--- config.mk ---
export PLATFORM = sky130hd
export DESIGN_NAME = ttag_ctrl
export DESIGN_NICKNAME = d
export VERILOG_FILES = /design/src/rtl/ttag_ctrl.sv
export SDC_FILE = /design/constraint.sdc
export NUM_CORES = 1
export LEC_CHECK = 0
export CAP_MARGIN = 10
export CORE_UTILIZATION = 41
export DETAILED_ROUTE_END_ITERATION = 16
export MAX_ROUTING_LAYER = met4
export PLACE_DENSITY = 0.8
export RECOVER_POWER = 50
export SYNTH_ARGS = -nofsm -noshare
export SYNTH_HDL_FRONTEND = slang
export SYNTH_SLANG_ARGS = --single-unit
export TNS_END_PERCENT = 100
--- constraint.sdc ---
create_clock -name clk -period 2.85 [get_ports clk]
set_clock_uncertainty 0.1 [all_clocks]
set_input_delay 0.57 -clock clk [delete_from_list [all_inputs] [get_ports clk]]
set_output_delay 0.57 -clock clk [all_outputs]
set_load 0.1 [all_outputs]
--- src/rtl/ttag_ctrl.sv ---
// Tag RAM write controller: arbitrates fill/prefetch tag installs between two
// requesters and runs a full invalidate sweep after reset or on flush_all.
module ttag_ctrl #(
  parameter int ADDR_WIDTH = 7,
  parameter int WAYS       = 3
) (
  input  logic                  clk,
  input  logic                  rst,
  input  logic                  flush_all,
  input  logic                  req0_valid,
  output logic                  req0_ready,
  input  logic [43:0]           req0_IP,
  input  logic [1:0]            req0_way,
  input  logic                  req1_valid,
  output logic                  req1_ready,
  input  logic [43:0]           req1_IP,
  input  logic [1:0]            req1_way,
  output logic                  ram_wen,
  output logic                  ram_all_ways,
  output logic [ADDR_WIDTH-1:0] ram_addr,
  output logic [1:0]            ram_way,
  output logic [43:0]           ram_IP,
  output logic                  ram_valid,
  output logic                  doStall,
  output logic                  flush_done
);

  typedef enum logic {IDLE, FLUSH} state_t;

  localparam logic [ADDR_WIDTH-1:0] CNT_LAST = '1;

  state_t                state_q, state_d;
  logic [ADDR_WIDTH-1:0] cnt_q, cnt_d;
  logic                  ram_wen_q, ram_wen_d;
  logic                  ram_all_ways_q, ram_all_ways_d;
  logic [ADDR_WIDTH-1:0] ram_addr_q, ram_addr_d;
  logic [1:0]            ram_way_q, ram_way_d;
  logic [43:0]           ram_ip_q, ram_ip_d;
  logic                  ram_valid_q, ram_valid_d;
  logic                  flush_done_q, flush_done_d;
  logic                  prio_q, prio_d;  // 1: requester 1 wins a tie
  logic [4:0]            lfsr_q, lfsr_d;

  logic        grant0, grant1;
  logic [43:0] sel_ip;
  logic [1:0]  sel_way;
  logic [1:0]  repl_way;

  // Flush owns the RAM port; no request is accepted while flushing or when a
  // flush is being requested.
  assign grant0 = (state_q == IDLE) && !flush_all && req0_valid &&
                  (!req1_valid || !prio_q);
  assign grant1 = (state_q == IDLE) && !flush_all && req1_valid &&
                  (!req0_valid || prio_q);

  assign sel_ip   = grant1 ? req1_IP  : req0_IP;
  assign sel_way  = grant1 ? req1_way : req0_way;
  assign repl_way = (int'(lfsr_q[1:0]) >= WAYS) ? 2'd0 : lfsr_q[1:0];

  // NOTE: every always_comb target gets a default first, otherwise a path
  // that skips the assignment infers a latch.
  always_comb begin
    state_d        = state_q;
    cnt_d          = cnt_q;
    ram_wen_d      = 1'b0;
    ram_all_ways_d = 1'b0;
    ram_addr_d     = ram_addr_q;
    ram_way_d      = ram_way_q;
    ram_ip_d       = ram_ip_q;
    ram_valid_d    = ram_valid_q;
    flush_done_d   = 1'b0;
    prio_d         = prio_q;
    lfsr_d         = {lfsr_q[3:0], lfsr_q[4] ^ lfsr_q[2]};

    if (state_q == FLUSH) begin
      ram_wen_d      = 1'b1;
      ram_all_ways_d = 1'b1;
      ram_valid_d    = 1'b0;
      ram_addr_d     = cnt_q;
      ram_ip_d       = '0;
      cnt_d          = cnt_q + 1'b1;
      if (cnt_q == CNT_LAST) begin
        state_d      = IDLE;
        flush_done_d = 1'b1;
      end
    end else if (grant0 || grant1) begin
      ram_wen_d      = 1'b1;
      ram_all_ways_d = 1'b0;
      ram_valid_d    = 1'b1;
      ram_addr_d     = sel_ip[ADDR_WIDTH+6:7];
      ram_way_d      = (int'(sel_way) < WAYS) ? sel_way : repl_way;
      ram_ip_d       = sel_ip;
      prio_d         = grant0;
    end

    // A new flush request restarts the sweep and suppresses a pending done.
    if (flush_all) begin
      state_d      = FLUSH;
      cnt_d        = '0;
      flush_done_d = 1'b0;
    end
  end

  // NOTE: sequential state uses non-blocking assignments so every flop samples
  // the pre-edge values regardless of statement order.
  // NOTE: the tag RAM itself has no reset; resetting into FLUSH makes the
  // controller invalidate every set before fetch may read it.
  always_ff @(posedge clk or posedge rst) begin
    if (rst) begin
      state_q        <= FLUSH;
      cnt_q          <= '0;
      ram_wen_q      <= 1'b0;
      ram_all_ways_q <= 1'b0;
      ram_addr_q     <= '0;
      ram_way_q      <= '0;
      ram_ip_q       <= '0;
      ram_valid_q    <= 1'b0;
      flush_done_q   <= 1'b0;
      prio_q         <= 1'b0;
      lfsr_q         <= 5'b00001;
    end else begin
      state_q        <= state_d;
      cnt_q          <= cnt_d;
      ram_wen_q      <= ram_wen_d;
      ram_all_ways_q <= ram_all_ways_d;
      ram_addr_q     <= ram_addr_d;
      ram_way_q      <= ram_way_d;
      ram_ip_q       <= ram_ip_d;
      ram_valid_q    <= ram_valid_d;
      flush_done_q   <= flush_done_d;
      prio_q         <= prio_d;
      lfsr_q         <= lfsr_d;
    end
  end

  assign req0_ready   = grant0;
  assign req1_ready   = grant1;
  assign ram_wen      = ram_wen_q;
  assign ram_all_ways = ram_all_ways_q;
  assign ram_addr     = ram_addr_q;
  assign ram_way      = ram_way_q;
  assign ram_IP       = ram_ip_q;
  assign ram_valid    = ram_valid_q;
  assign flush_done   = flush_done_q;
  assign doStall      = (state_q == FLUSH) || flush_all;

endmodule

After elaboration in Yosys (flattened, before gate mapping)
Cells that the tools add are included.
Storage, ports and cells
  flip-flop bits (word level): 71
  input bits: 97
  output and inout bits: 60
  word-level logic and storage cells: 54
Operators by class
  add/subtract/negate cells: 1
  magnitude comparators: 2
  equality and inequality tests: 1
  muxes and demuxes: 21
  bitwise gates (word level): 2
  reductions and logical operators: 16
Operator list (number)
  $mux W44: 3
  $mux W7: 4
  $mux W1: 11
  $add A7 B1 Y7 const B: 1
  $eq A7 B7 Y1 const B: 1
  $mux W2: 3
  $logic_and A1 B1 Y1: 5
  $logic_not A1 Y1: 4
  $logic_or A1 B1 Y1: 4
  $reduce_bool A2 Y1: 2
  $ge A2 B2 Y1 const B: 1
  $lt A2 B2 Y1 const B: 1
  $reduce_and A2 Y1: 1
  $not A1 Y1: 1
  $xor A1 B1 Y1: 1

Logic depth before layout (Yosys ltp)
  word-level depth: 7
  gate-level depth with buffers: 7

Worst setup path after synthesis
OpenSTA, ideal clock, no wires.
  path type: input to output
  start point: input port flush_all
  end point: output port req0_ready
  arrival: 2.323 ns
  data required time: 2.180 ns
  setup slack: -0.143 ns
  cell stages on the path: 3
  path buffers: 0
  path through: nor2_2 > nand2_1 > a21oi_1
Between the ends
  cells in the longest elaborated chain, start to end: 4
RTL lines
  start, declared: RTL line 9  | input logic flush_all,
  $logic_not A1 Y1: RTL line 51  | assign grant0 = (state_q == IDLE) && !flush_all && req0_valid &&
  $logic_and A1 B1 Y1 (3 in series): RTL line 51
  end, declared: RTL line 11  | output logic req0_ready,
Every way passes these cells.

Worst setup path after layout
  start point: input port flush_all
  end point: output port req1_ready
Between the ends
  cells in the longest elaborated chain, start to end: 4
RTL lines
  $logic_not A1 Y1: RTL line 53  | assign grant1 = (state_q == IDLE) && !flush_all && req1_valid &&
  $logic_and A1 B1 Y1 (3 in series): RTL line 53
  end, declared: RTL line 15  | output logic req1_ready,
Every way passes these cells.

==> key figures <==
Status
  • Outcome: finished, violations left
  • Failing checks: max-capacitance violations, max-slew violations

Placed design
  • HPWL Detailed: 5984 um
  • Worst setup slack after placement: 419.4 ps
  • Port buffer count: around 160
  • Placed Area: 4846 um2
  • GP Congestion: between 0.7 and 0.8

Timing
  • Final worst slack: 332.8 ps
  • Fin. Hold Viols: 0
  • Slew margin rel.: -0.9395%
  • Clock period minus worst slack: 2517 ps
  • Setup tns final: 0 ps
  • Pins Over Slew Limit: 30
  • Count of final setup violators: 0
  • Slew @ Worst Pin: 1514 ps
  • Max frequency: roughly 400 MHz
  • Part of the cycle the worst path needs: 88.32%
  • RSZ-0062 raised after global routing: false

Synth
  • Post-Syn Nets: 394
  • Synth cell types: 36
  • Post-synthesis xor/xnor area fraction: 1.326%
  • Post-synthesis cell count: 296
  • Synthesized area per cell: 11.16 um2
  • Mapped cell area: 3303 um2
  • Most common cell in the netlist: dfrtp_1
  • Mux contribution to synthesized area: 14.24%
  • Ys async rst share: 100.0%
  • Largest family of logic cells by synthesized area: multiplexers
  • Synth Warn #: 0
  • Post-synthesis compound-gate area fraction: 11.93%
  • Synth top area cells: dfrtp_1 52%, mux2i_1 14%, nand3b_1 8.4%
  • Post-synth EDFFs: 0
  • Post-Synth Adder-Cell Area: 0.3788%
  • Synth top area share: 52.27%
  • Synth area leader: dfrtp_1
  • #FFs+latches synth: 71
  • Post-Synth Simple-Gate Area: approximately 14%
  • Post-synth top cells: 69 x dfrtp_1, 51 x o21ai_1, 47 x mux2i_1
  • Ys flop type: dfrtp_1
  • Register area share after synthesis: 53.86%

Worst setup path
  • Crit. End Element: output port
  • Critical path depth: 5
  • Worst Setup SP: flush_all
  • CP max stage cell: dlygate4sd3_1
  • Crit-path max FO: 5
  • Worst r2r src: state_q
  • R2r worst-path depth: 4
  • Critical path arrival: 1850 ps
  • Setup CP Type: input pin to output port
  • Top delay family on crit path: buffers and inverters
  • Worst Path Required: approximately 2200 ps
  • Buf+Inv Stages, Crit Path: 3
  • Crit path largest cell delay: 600 ps
  • Startpoint types: input pin
  • Crit-path cells: dlygate4sd3_1, nor3b_4, nand2_2, inv_2, buf_12

Min path
  • Hold_sp: lfsr_q[3]
  • HP Class: flop to flop
  • WHS Path Cells: 0

Route
  • Initial drt markers: 86
  • Vias: ~2800
  • First-pass DRT Iterations: 4
  • Wire per inst: 14.89 um
  • Vias/cell: about 5.1
  • Detailed Route WL: 8306 um
  • DRC errors left: 0
  • Routed Antenna Nets: 0

Global routing
  • Vias in the first global route: 2881
  • Global route overflow: 0
  • Routing usage on met2: 35.59%
  • Met3 usage: 4.146%
  • Global routing's busiest layer: met2
  • GRT Util Overall: 20.83%
  • First-pass GRT wire length: 13540 um
  • Global-route met1 utilization: 24.77%
  • Initial antenna violation count: 0
  • Pin count of the biggest net entering global routing: 53

Finish
  • Final Net Count: ~550
  • Area Growth Syn to Fin: 50.61%
  • Final Cell Area: 4975 um2
  • Final Util: 64.05%
  • ANT cells: 0
  • Layout cells sized above 1: 16.45%

Clocking
  • Clk buf depth: 2
  • Root buf cell: clkbuf_8
  • Clk Latency, worst-skew pair: between 300 and 400 ps
  • Htree depth: 3
  • Post-CTS Setup Inserts: 0
  • Clock transition at the registers of the reported paths: 70 ps
  • Post-CTS resize count: 0
  • # hold bufs at CTS: 0
  • CTS Buf Count: 9
  • TritonCTS clock tree: built
  • CTS sink cnt: 71

Floorplanning
  • I/O pins: 157
  • Row Count: 32
  • Die W: 91.76 um
  • Core Area: 7767 um2
  • Die area: 8420 um2
  • Initial Utilization: between 40 and 50%
  • Chip Height: 91.76 um

Power
  • VDD IR-drop max: 245.4 uV
  • Pwr Density: roughly 430 nW/um2
  • Total Power: 2.137 mW
  • Lkg Pwr: roughly 2.5 nW

Run
  • Maxcap violations: 1
-- final cells by class --
cell class	instances	area, um2
sequential	71	1779
clock buffer	9	123.9
clock inverter	7	87.58
tap	102	127.6
multi-input combinational	198	1390
fill	688	2793
timing repair buffer	167	1451
inverter	4	15.01
-- per-layer routing --
| metal | vias up | part of all wire, % |
|---|---|---|
| met2 | 95 | 51 |
| li1 | 1367 | - |
| met4 | 0 | 1.3 |
| met3 | 8 | 5.7 |
| met5 | - | 0 |
| met1 | 1359 | 42 |
-- kinds of logic (layout without fill, tap and decap cells) --
family,count (synthesis),count (layout)
compound gates,72,72
xor+xnor,5,5
fa+ha+maj,1,1
buf+inv,27,187
flops,71,71
mux,47,47
simple gates,73,73
-- registers in the layout (all words and copies together), names as in the netlist --
name	flops
ram_IP	44
ram_wen	1
flush_done	1
ram_way	2
ram_all_ways	1
ram_valid	1
ram_addr	7
state_q	1
prio_q	1
lfsr_q	5
cnt_q	7
-- cell usage in the layout, fill, tap and decap left out, drive strengths merged, types with 2 or more instances in the layout --
cell type / count
clkdlybuf4s50: 94
dfrtp: 69
o21ai: 53
buf: 49
mux2i: 47
nand3b: 37
clkbuf: 31
nand2: 14
a21oi: 8
nor2: 7
a22oi: 7
clkinv: 5
xor2: 4
nand3: 3
inv: 3
nand2b: 2
nand4: 2
or3: 2
bufinv: 2
dlygate4sd3: 2
dfstp: 2
-- power breakdown --
part / leakage [nW] / total (mW) / switching (mW) / internal, mW
clock network: 0.109 / 0.848 / 0.362 / 0.486
registers: 0.966 / 1.03 / 0.0106 / 1.02
logic: 1.39 / 0.259 / 0.113 / 0.147
total: 2.47 / 2.14 / 0.485 / 1.65
-- worst reg2reg max path, cell delays in order, from the launching register on --
cell	delay [ps]
dfstp_1	620
clkbuf_2	760
nand4_1	280
or3_1	400
a21oi_1	140
-- path summary, 6_finish.rpt --
| check | to | slack (ps) |
|---|---|---|
| max in group asynchronous | lfsr_q[1] | 660 |
| setup / recovery | req1_ready | 330 |
| hold reg to reg | lfsr_q[4] | 260 |
| setup reg to reg | cnt_q[5] | 490 |
| hold / removal | lfsr_q[4] | 260 |
| min in group asynchronous | ram_IP[4] | 920 |
-- metrics by stage --
| stage | std cells | hold WS (ps) |
|---|---|---|
| 3_3_place_gp | 542 | 235.2 |
| 5_1_grt | 558 | 273.7 |
| 4_1_cts | 558 | 260.6 |
| 2_1_floorplan | 296 | 231.2 |
| 6_report | 558 | 257.6 |
| 3_5_place_dp | 542 | 242.7 |
Power figures use the tool's default switching activity.
